## config.mk

```make
export PLATFORM = sky130hd
export DESIGN_NAME = fetch_unit
export DESIGN_NICKNAME = d
export VERILOG_FILES = /design/src/rtl/fetch_unit.sv
export SDC_FILE = /design/constraint.sdc
export NUM_CORES = 1
export LEC_CHECK = 0
export CORE_MARGIN = 2
export CORE_UTILIZATION = 50
export CTS_CLUSTER_SIZE = 10
export DETAILED_ROUTE_END_ITERATION = 10
export PLACE_DENSITY = 0.87
export SYNTH_ARGS = -nofsm -noshare
export SYNTH_HDL_FRONTEND = slang
export SYNTH_SLANG_ARGS = --single-unit
```

## constraint.sdc

```tcl
create_clock -name clk -period 2.71 [get_ports clk]
set_input_delay 0.542 -clock clk [delete_from_list [all_inputs] [get_ports clk]]
set_output_delay 0.542 -clock clk [all_outputs]
set_load 0.02 [all_outputs]
```

## src/rtl/fetch_unit.sv

```systemverilog
// Instruction fetch stage: PC, IF/ID register and a one-entry skid buffer for stalls.
// Define FETCH_COUNT_EN to add the fetch_count output (count of valid IF/ID loads).
module fetch_unit #(
    parameter logic [31:0] RESET_PC  = 32'h0000_0000,
    parameter logic [31:0] NOP_INSTR = 32'h0000_0013
) (
    input  logic        clk,
    input  logic        reset,
    input  logic        stall,
    input  logic        redirect,
    input  logic [31:0] redirect_pc,
    output logic        imem_req,
    output logic [31:0] imem_addr,
    input  logic [31:0] imem_rdata,
    input  logic        imem_ack,
    output logic [31:0] if_id_pc,
    output logic [31:0] if_id_instr,
    output logic        if_id_valid,
    output logic [6:0]  opcode
`ifdef FETCH_COUNT_EN
    ,
    output logic [31:0] fetch_count
`endif
);

    typedef enum logic {StFetch, StHold} state_e;

    state_e      state_q, state_d;
    logic [31:0] pc_q, pc_d;
    logic [31:0] if_id_pc_q, if_id_pc_d;
    logic [31:0] if_id_instr_q, if_id_instr_d;
    logic        if_id_valid_q, if_id_valid_d;
    logic [31:0] skid_pc_q, skid_pc_d;
    logic [31:0] skid_instr_q, skid_instr_d;
    logic        load;

    always_comb begin
        state_d       = state_q;
        pc_d          = pc_q;
        if_id_pc_d    = if_id_pc_q;
        if_id_instr_d = if_id_instr_q;
        if_id_valid_d = if_id_valid_q;
        skid_pc_d     = skid_pc_q;
        skid_instr_d  = skid_instr_q;
        load          = 1'b0;

        if (redirect) begin
            // Squash everything in flight, including a buffered instruction.
            pc_d          = {redirect_pc[31:2], 2'b00};
            if_id_valid_d = 1'b0;
            skid_pc_d     = 32'h0;
            skid_instr_d  = 32'h0;
            state_d       = StFetch;
        end else begin
            unique case (state_q)
                StFetch: begin
                    if (stall) begin
                        if (imem_ack) begin
                            skid_pc_d    = pc_q;
                            skid_instr_d = imem_rdata;
                            state_d      = StHold;
                        end
                    end else if (imem_ack) begin
                        if_id_pc_d    = pc_q;
                        if_id_instr_d = imem_rdata;
                        if_id_valid_d = 1'b1;
                        pc_d          = pc_q + 32'd4;
                        load          = 1'b1;
                    end else begin
                        if_id_valid_d = 1'b0;
                    end
                end
                StHold: begin
                    if (!stall) begin
                        if_id_pc_d    = skid_pc_q;
                        if_id_instr_d = skid_instr_q;
                        if_id_valid_d = 1'b1;
                        pc_d          = pc_q + 32'd4;
                        state_d       = StFetch;
                        load          = 1'b1;
                    end
                end
                default: state_d = StFetch;
            endcase
        end
    end

    always_ff @(posedge clk) begin
        if (reset) begin
            state_q       <= StFetch;
            pc_q          <= RESET_PC;
            if_id_pc_q    <= 32'h0;
            if_id_instr_q <= NOP_INSTR;
            if_id_valid_q <= 1'b0;
            skid_pc_q     <= 32'h0;
            skid_instr_q  <= 32'h0;
        end else begin
            state_q       <= state_d;
            pc_q          <= pc_d;
            if_id_pc_q    <= if_id_pc_d;
            if_id_instr_q <= if_id_instr_d;
            if_id_valid_q <= if_id_valid_d;
            skid_pc_q     <= skid_pc_d;
            skid_instr_q  <= skid_instr_d;
        end
    end

    assign imem_req    = (state_q == StFetch);
    assign imem_addr   = pc_q;
    assign if_id_pc    = if_id_pc_q;
    assign if_id_valid = if_id_valid_q;
    assign if_id_instr = if_id_valid_q ? if_id_instr_q : NOP_INSTR;
    assign opcode      = if_id_instr[6:0];

`ifdef FETCH_COUNT_EN
    logic [31:0] fetch_count_q, fetch_count_d;

    always_comb begin
        fetch_count_d = fetch_count_q + {31'b0, load};
    end

    always_ff @(posedge clk) begin
        if (reset) begin
            fetch_count_q <= 32'h0;
        end else begin
            fetch_count_q <= fetch_count_d;
        end
    end

    assign fetch_count = fetch_count_q;
`else
    logic unused_load;
    assign unused_load = load;
`endif

endmodule

```

### Yosys cells after proc, flatten, opt, wreduce, memory -nomap -nowiden

Index checks and enable logic that the tools add are counted.

| cells by class | value |
|---|---|
| bitwise gates (word level) | 2 |
| $add $sub $neg | 1 |
| muxes and demuxes | 21 |
| equal/unequal tests | 6 |
| reductions and logical operators | 6 |

Operator list:

| kind | count |
|---|---|
| $mux 32 | 11 |
| $pmux 32 s2 | 3 |
| $add 32x3->32 const B | 1 |
| $reduce_and 3->1 | 3 |
| $ne 3x3->1 const B | 2 |
| $mux 1 | 5 |
| $ne 2x2->1 const B | 2 |
| $pmux 1 s2 | 2 |
| $reduce_and 4->1 | 1 |
| $ne 3x2->1 const B | 1 |
| $ne 2x1->1 const B | 1 |
| $not 1->1 | 2 |
| $reduce_and 2->1 | 1 |
| $reduce_or 2->1 | 1 |

| word-level totals | value |
|---|---|
| bits in registers | 162 |
| output and inout bits | 105 |
| bits of input ports | 69 |

### Logic depth before layout (Yosys ltp)

Gate-level depths: netlist of run 1.

| depth | value |
|---|---|
| word-level depth | 5 |
| depth in mapped cells | 7 |
| mapped depth without buffers | 5 |

### Worst setup path after synthesis of run 1

OpenSTA, ideal clock, no wires.

| path | value |
|---|---|
| path kind | register to register |
| start | register pc_q[2] (netlist: imem_addr[2]) |
| end | register pc_q[20] (netlist: imem_addr[20]) |
| library setup time | 0.091 ns |
| slack | 0.359 ns |
| arrival time | 2.260 ns |
| period minus slack after synthesis | 2.351 ns |
| cell stages (with the launch flop) | 7 |
| path through | dfxtp_1 -> ha_1 -> inv_1 -> or4_4 -> buf_6 -> or4_1 -> a311oi_1 |

| between the ends | value |
|---|---|
| longest elaborated chain between the ends | 5 |
| elaborated cells on any way between the ends | 6 |

RTL lines:

| element | line | source |
|---|---|---|
| start, declared | 29 | `logic [31:0] pc_q, pc_d;` |
| start signal, assigned | 99 | `pc_q <= pc_d;` |
| $add 32x3->32 * | 67, 78 |  |
| $mux 32 | 63 | `end else if (imem_ack) begin` |
| $mux 32 | 57 | `if (stall) begin` |
| $pmux 32 s2 * | 55 | `unique case (state_q)` |
| $mux 32 * | 47 | `if (redirect) begin` |

Mark *: on every way between the ends. The rest lies on a longest branch, timed or not. The select of a mux whose other input is x is not followed.
A chain may end at the register's enable or synchronous reset.

### Worst setup path after layout of run 1

| path | value |
|---|---|
| start | register if_id_valid_q (netlist: if_id_valid) |
| end | output port if_id_instr[25] |

| between the ends | value |
|---|---|
| longest elaborated chain between the ends | 1 |

RTL lines:

| element | line | source |
|---|---|---|
| start, declared | 32 | `logic if_id_valid_q, if_id_valid_d;` |
| start signal, assigned | 102 | `if_id_valid_q <= if_id_valid_d;` |
| $mux 32 | 112 | `assign if_id_instr = if_id_valid_q ? if_id_instr_q : NOP_INSTR;` |
| end, declared | 17 | `output logic [31:0] if_id_instr,` |

No other way between the ends.

==> out/summary.md, run 1 <==
- **max-cap viol count** 0
- **RSZ-0062 raised after global routing** no
- **Setup Viol. Count Final** 0
- **multi-input gate area in the final layout** 0.003545 mm²
- **clock network fraction of design power** 40.8%
- **largest cells by area after synthesis** dfxtp_1, mux2i_1, nand2_1
- **CP Class** reg -> out
- **level count of the clock H-tree** 4
- **final total negative setup slack** 0 ns
- **count of hold buffers inserted by post-cts repair** 0
- **buffer cell driving the clock tree root** clkbuf_16
- **number of search-and-repair iterations in the first detailed-routing pass** 4
- **hold path startpoint** skid_pc_q[12]$_SDFFE_PP0P_
- **required time of the critical path** 2.17 ns
- **FP Rows** 43
- **Gate power share** 13.3%
- **outcome** finished clean
- **reported net switching power** 1.395 mW
- **total grt overflow** 0
- **count of clock tree sinks** 156
- **footprint of the flip-flops and latches** 0.003127 mm²
- **number of inserted diodes** 0
- **warnings from Yosys** 0
- **vertical die dimension** 122.8 µm
- **die area** 0.01507 mm²
- **path depth of the worst reg2reg path** 5
- **share of layout cells above drive strength 1** 6.660%
- **worst clock skew on the final layout** 0.005023 ns
- **share of synthesized flip-flops with an asynchronous set or reset** 0%
- **clk_lat worst skew** 0.42 ns
- **cell depth of the worst setup path** 3
- **Peak Freq** 0.4172 GHz
- **number of storage elements in the synthesis netlist** 156
- **Worst Max-Slew Pin Slew** 0.8305 ns
- **leakage power figure** 3.104 nW
- **dpl cells** 1,139
- **cell count after synthesis** 848
- **fraction of synthesized cell area taken by the top area cell type** 44.28%
- **final hold vios** 0
- **CTS buffer count** 17
- **Worst Hold Depth** 2
- **placeable core area** 0.01383 mm²
- **post-CTS setup buffer count** 0
- **DIE WIDTH** 122.8 µm
- **number of different library cells in the post-synthesis netlist** 44
- **total of fill cells in the finished design** 1,100
- **min cycle time layout** 2.397 ns
- **post-route DRC violation count** 0
- **kind of path behind the tightest hold check** reg -> reg
- **number of pins exceeding their max-slew limit in the final report** 0
- **post-synthesis sequential area ratio** 44.28%
- **Buffers & Inverters on Critical Path** 2
- **post-route non-filler standard cell count** 1,171
- **IR Drop Worst-Case VDD** 433.1 µV
- **global-route wire length before repair** 29,840 µm
- **sw frac** 25.77%
- **mean instance size in the synthesized netlist** 8.317 µm²
- **data arrival time of the critical path** 1.85 ns
- **clock slew at reported path FFs** 0.06 ns
- **internal power of the cells** 4.018 mW
- **number of nets with antenna violations after detailed routing** 0
- **Relative slew margins** 44.64%
- **Reg2Reg Setup Slack** 0.36 ns
- **port buffer count** 167
- **start of the worst register-to-register path** imem_addr[3]$_SDFFE_PP0P_
- **Final Cycle Share** 88.45%
- **cell with the biggest individual delay on the critical path** clkdlybuf4s50_1
- **nets** 1,048
- **effective utilization at floorplan** 51.01%
- **critical-path cell list** buf_4 -> and2_1 -> clkdlybuf4s50_1
- **list of most frequent post-synthesis cells** dfxtp_1, nand2_1, nor2_1
- **Max Root-Sink Buffers** 2
- **library cell occupying the most area in the post-synthesis netlist** dfxtp_1
- **category of the worst setup path launch point** flip-flop
- **drt initial violations** 486
- **TritonCTS clock tree** yes
- **number of enable-type register cells in the synthesized netlist** 0
- **final wirelength** 18,820 µm
- **number of vias in the routed layout** 6,611
- **maximum single-stage delay on the critical path** 0.61 ns
- **aggregate global-route resource usage** 25.15%
- **endpoint kind of the worst setup timing path** primary output
- **Top FF cell, synth** dfxtp_1
- **routability-driven placement congestion ratio** 0.8692
- **vias in the first global route** 6,258
- **proportion of power drawn by flip-flops and latches** 46.0%
- **post-DR vias/cell** 5.646
- **estimated wirelength of the detail-placed design** 12,500 µm
- **maximum number of pins on one net before global-route repair** 91
- **power per cell area** 576.6 mW/mm²
- **number of antenna violations at the first check in global routing** 0
- **average wire length per cell after detail routing** 16.07 µm
- **Crit. Startpoint** if_id_valid$_SDFFE_PP0P_
- **total power after layout** 5.413 mW
- **most numerous cell in the Yosys netlist** dfxtp_1
- **count of boundary I/O pins** 174
- **Max FO, Critical Path** 34
- **Resize count post-CTS** 0
- **signed area change from the synthesized netlist to the final layout** 33.10%
- **CP delay by family, top** buffers and inverters
- **mapped cell area** 0.007053 mm²
==> layout make-up <==
cell class	count	area share (%)
Clock buffer	22	5.278
Tap cell	180	2.399
Multi-Input combinational cell	602	37.76
Inverter	8	0.3199
Timing Repair Buffer	193	20.26
Clock inverter	10	0.6797
Sequential cell	156	33.31
==> state kept, by name (all words and copies together) (netlist names) <==
register,cells
if_id_valid,1
skid_pc_q,30
state_q,1
skid_instr_q,32
if_id_pc,30
if_id_instr_q,32
imem_addr,30
==> routing by layer <==
metal | vias up | global-route usage [%] | part of all wire, %
li1 | 3249 | - | -
met1 | 3104 | 31.15 | 43
met2 | 221 | 41.61 | 48
met3 | 37 | 5.809 | 6.5
met4 | 0 | 11.21 | 2.7
met5 | - | 0 | 0
==> worst register-to-register path, stage by stage (launching register included) <==
cell and delay [ns]:
dfxtp_1 0.45, ha_1 0.34, inv_1 0.13, or4_4 0.57, or4_1 0.52, a311oi_1 0.25
==> cell usage in the layout (no fill, tap or decap), types with 14 or more instances in the layout <==
master | Yosys | layout
a21oi_1 | 66 | 66
buf_4 | 11 | 24
clkdlybuf4s50_1 | 0 | 166
dfxtp_1 | 156 | 155
clkbuf_16 | 0 | 18
mux2i_1 | 62 | 62
and2_1 | 30 | 30
nand2_1 | 144 | 144
a211oi_1 | 68 | 68
nor2_1 | 91 | 90
nand3_1 | 15 | 14
==> final timing paths <==
path,to
worst max-delay path,if_id_instr[25]
worst min-delay path,skid_pc_q[12]$_SDFFE_PP0P_
worst max register to register,imem_addr[20]$_SDFFE_PP0P_
worst min register to register,skid_pc_q[12]$_SDFFE_PP0P_
==> power by group through the flow <==
stage	clock, mW	sequential [mW]	combinational, mW
finish	2.21	2.49	0.718
global route	2.35	2.50	0.778
CTS	2.24	2.49	0.721
detailed placement	0	2.54	0.715
global placement	0	2.53	0.701
floorplan	0	2.58	0.332
==> cell families after synthesis <==
group,count (synthesis),synth area share (%)
adders and majority gates,1,0.1774
muxes,62,8.799
AOI/OAI and AO/OA,182,17.30
other,1,0.05317
and+or+nand+nor,345,22.58
xor gates and xnor gates,8,0.9933
DFF,156,44.28
buffers and inverters,93,5.819
==> metrics by stage <==
stage / hold WS [ns] / worst slack [ns] / cell area (µm²) / util (%)
floorplan: 0.4263 / 0.3592 / 7064 / -
global placement: 0.4345 / -0.003324 / 8828 / 63.85
detailed placement: 0.4412 / -0.06564 / 8828 / 63.85
CTS: 0.4544 / 0.2839 / 9388 / 67.89
global route: 0.4664 / 0.2166 / 9388 / 67.89
finish: 0.4525 / 0.3130 / 9388 / 67.89
(Power assumes the default switching activity.)
==> run 2, diff against run 1 <==
--- a/config.mk
+++ b/config.mk
@@ -7,6 +7,7 @@
 export LEC_CHECK = 0
 export CORE_MARGIN = 2
 export CORE_UTILIZATION = 50
+export CTS_BUF_LIST = sky130_fd_sc_hd__clkbuf_16
 export CTS_CLUSTER_SIZE = 10
 export DETAILED_ROUTE_END_ITERATION = 10
 export PLACE_DENSITY = 0.87
==> out/summary.md, run 2 (synthesized netlist as in run 1, its figures left out) <==
- **outcome** finished clean
- **path depth of the worst reg2reg path** 5, unchanged
- **Relative slew margins** 45.15%, +0.52 points
- **power per cell area** 568.9 mW/mm², -1.3%
- **setup slack after layout** 0.3113 ns, -0.001727 ns
- **most frequent standard cell in the layout excluding fill and tap cells** clkdlybuf4s50_1
- **max-cap viol count** 0, unchanged
- **post-DR vias/cell** 5.624, -0.38%
- **Resize count post-CTS** 0, unchanged
- **most frequent cells in the layout** clkdlybuf4s50_1, dfxtp_1, nand2_1
- **leakage power figure** 3.091 nW, -0.41%
- **min cycle time layout** 2.399 ns, +0.001727 ns
- **count of boundary I/O pins** 174, unchanged
- **Post-Place Worst Slack** -0.06564 ns, unchanged
- **maximum number of pins on one net before global-route repair** 91, unchanged
- **die area** 0.01507 mm², unchanged
- **post-route DRC violation count** 0, unchanged
- **dpl cells** 1,139, unchanged
- **dpl cell area** 0.008828 mm², unchanged
- **data arrival time of the critical path** 1.86 ns, about the same
- **estimated wirelength of the detail-placed design** 12,500 µm, unchanged
- **clock slew at reported path FFs** 0.06 ns, about the same
- **effective utilization at floorplan** 51.01%, unchanged
- **number of nets with antenna violations after detailed routing** 0, unchanged
- **count of clock tree sinks** 156, unchanged
- **Setup Viol. Count Final** 0, unchanged
- **Worst Hold Depth** 2, unchanged
- **reg-to-reg endpoint** imem_addr[20]$_SDFFE_PP0P_
- **global-route wire length before repair** 29,930 µm, +0.30%
- **kind of path behind the tightest hold check** reg -> reg
- **cell depth of the worst setup path** 3, unchanged
- **port buffer count** 167, unchanged
- **aggregate global-route resource usage** 25.17%, about the same
- **Worst Max-Slew Pin Slew** 0.8227 ns, -0.007742 ns
- **final wirelength** 18,900 µm, +0.40%
- **clk_lat worst skew** 0.42 ns, about the same
- **Max Root-Sink Buffers** 2, unchanged
- **category of the worst setup path launch point** flip-flop
- **CP Class** reg -> out
- **nets** 1,048, unchanged
- **post-route non-filler standard cell count** 1,171, unchanged
- **DIE WIDTH** 122.8 µm, unchanged
- **final hold vios** 0, unchanged
- **RSZ-0062 raised after global routing** no
- **final design instance area without fill** 0.009358 mm², -0.32%
- **cell with the biggest individual delay on the critical path** clkdlybuf4s50_1
- **CTS buffer count** 17, unchanged
- **count of hold buffers inserted by post-cts repair** 0, unchanged
- **Top Registers** if_id_instr_q x32, skid_instr_q x32
- **buffer cell driving the clock tree root** clkbuf_16
- **final total negative setup slack** 0 ns, unchanged
- **CP delay by family, top** buffers and inverters
- **Max FO, Critical Path** 34, unchanged
- **TritonCTS clock tree** yes
- **vias in the first global route** 6,277, +0.30%
- **vertical die dimension** 122.8 µm, unchanged
- **FP Rows** 43, unchanged
- **Final Cycle Share** 88.51%, about the same
- **total grt overflow** 0, unchanged
- **required time of the critical path** 2.17 ns, about the same
- **IR Drop Worst-Case VDD** 431.1 µV, -0.47%
- **Reg2Reg Setup Slack** 0.34 ns, -0.02 ns
- **critical-path cell list** buf_4 -> and2_1 -> clkdlybuf4s50_1
- **endpoint kind of the worst setup timing path** primary output
- **number of inserted diodes** 0, unchanged
- **Buffers & Inverters on Critical Path** 2, unchanged
- **maximum single-stage delay on the critical path** 0.61 ns, about the same
- **number of pins exceeding their max-slew limit in the final report** 0, unchanged
- **number of vias in the routed layout** 6,586, -0.38%
- **endpoint with the worst hold slack** skid_pc_q[12]$_SDFFE_PP0P_
- **average wire length per cell after detail routing** 16.14 µm, +0.40%
- **hold path startpoint** skid_pc_q[12]$_SDFFE_PP0P_
- **post-CTS setup buffer count** 0, unchanged
- **level count of the clock H-tree** 4, unchanged
- **worst clock skew on the final layout** 0.005714 ns, +0.0006911 ns
- **number of search-and-repair iterations in the first detailed-routing pass** 5, +1
- **signed area change from the synthesized netlist to the final layout** 32.68%
- **number of antenna violations at the first check in global routing** 0, unchanged
- **start of the worst register-to-register path** imem_addr[3]$_SDFFE_PP0P_
- **routability-driven placement congestion ratio** 0.8692, unchanged
- **drt initial violations** 464, -4.5%
- **Peak Freq** 0.4169 GHz, about the same
- **placeable core area** 0.01383 mm², unchanged
- **share of layout cells above drive strength 1** 6.357%, -0.30 points
## run 2: cell count changes in the layout (fill, tap and decap cells not counted)
cell	before	now
inv_1	8	9
clkbuf_8	3	0
clkbuf_1	1	0
clkinv_1	0	3
## run 2: how the worst max path moves through the flow
| stage | endpoint | from |
|---|---|---|
| floorplan | imem_addr[20]$_SDFFE_PP0P_ | imem_addr[2]$_SDFFE_PP0P_ |
| detailed placement | imem_addr[19]$_SDFFE_PP0P_ | stall |
| CTS | if_id_instr[25] | if_id_valid$_SDFFE_PP0P_ |
| finish | if_id_instr[6] | if_id_valid$_SDFFE_PP0P_ |
| global route | imem_addr[20]$_SDFFE_PP0P_ | imem_addr[3]$_SDFFE_PP0P_ |
| global placement | imem_addr[17]$_SDFFE_PP0P_ | stall |
## run 2: per-layer routing
metal	up-vias	wire, µm	GRT usage [%]
li1	3241	-	-
met1	3112	8205	31.37
met2	192	9125	41.61
met3	41	1025	5.669
met4	0	543	10.99
met5	-	0	0
## run 2: stage by stage
step | power, mW | hold slack, ns | utilization, %
5_1_grt | 5.531 | 0.4664 | 67.68
3_5_place_dp | 3.251 | 0.4412 | 63.85
2_1_floorplan | 2.912 | 0.4263 | -
3_3_place_gp | 3.232 | 0.4345 | 63.85
4_1_cts | 5.350 | 0.4544 | 67.68
6_report | 5.324 | 0.4527 | 67.68
## run 2: worst reg2reg max path, stage by stage, from the launching register on
cell and delay [ns]:
dfxtp_1 0.47, ha_1 0.34, inv_1 0.14, or4_4 0.58, or4_1 0.52, a311oi_1 0.25
## run 2: final cells by class
cell class | instances | area, µm²
flip-flops and latches | 156 | 3127
inverters | 8 | 30.03
well taps | 180 | 225.2
clock buffers | 18 | 450.4
clock inverters | 14 | 78.83
multi-input cells | 602 | 3545
repair buffers | 193 | 1902
fillers | 1101 | 4469
## run 2: report_power, final
group	total, mW	leakage [nW]	switching [mW]	internal [mW]
Sequential	2.49	1.28	0.0936	2.39
Clock	2.12	0.256	0.916	1.20
Combinational	0.719	1.56	0.384	0.335
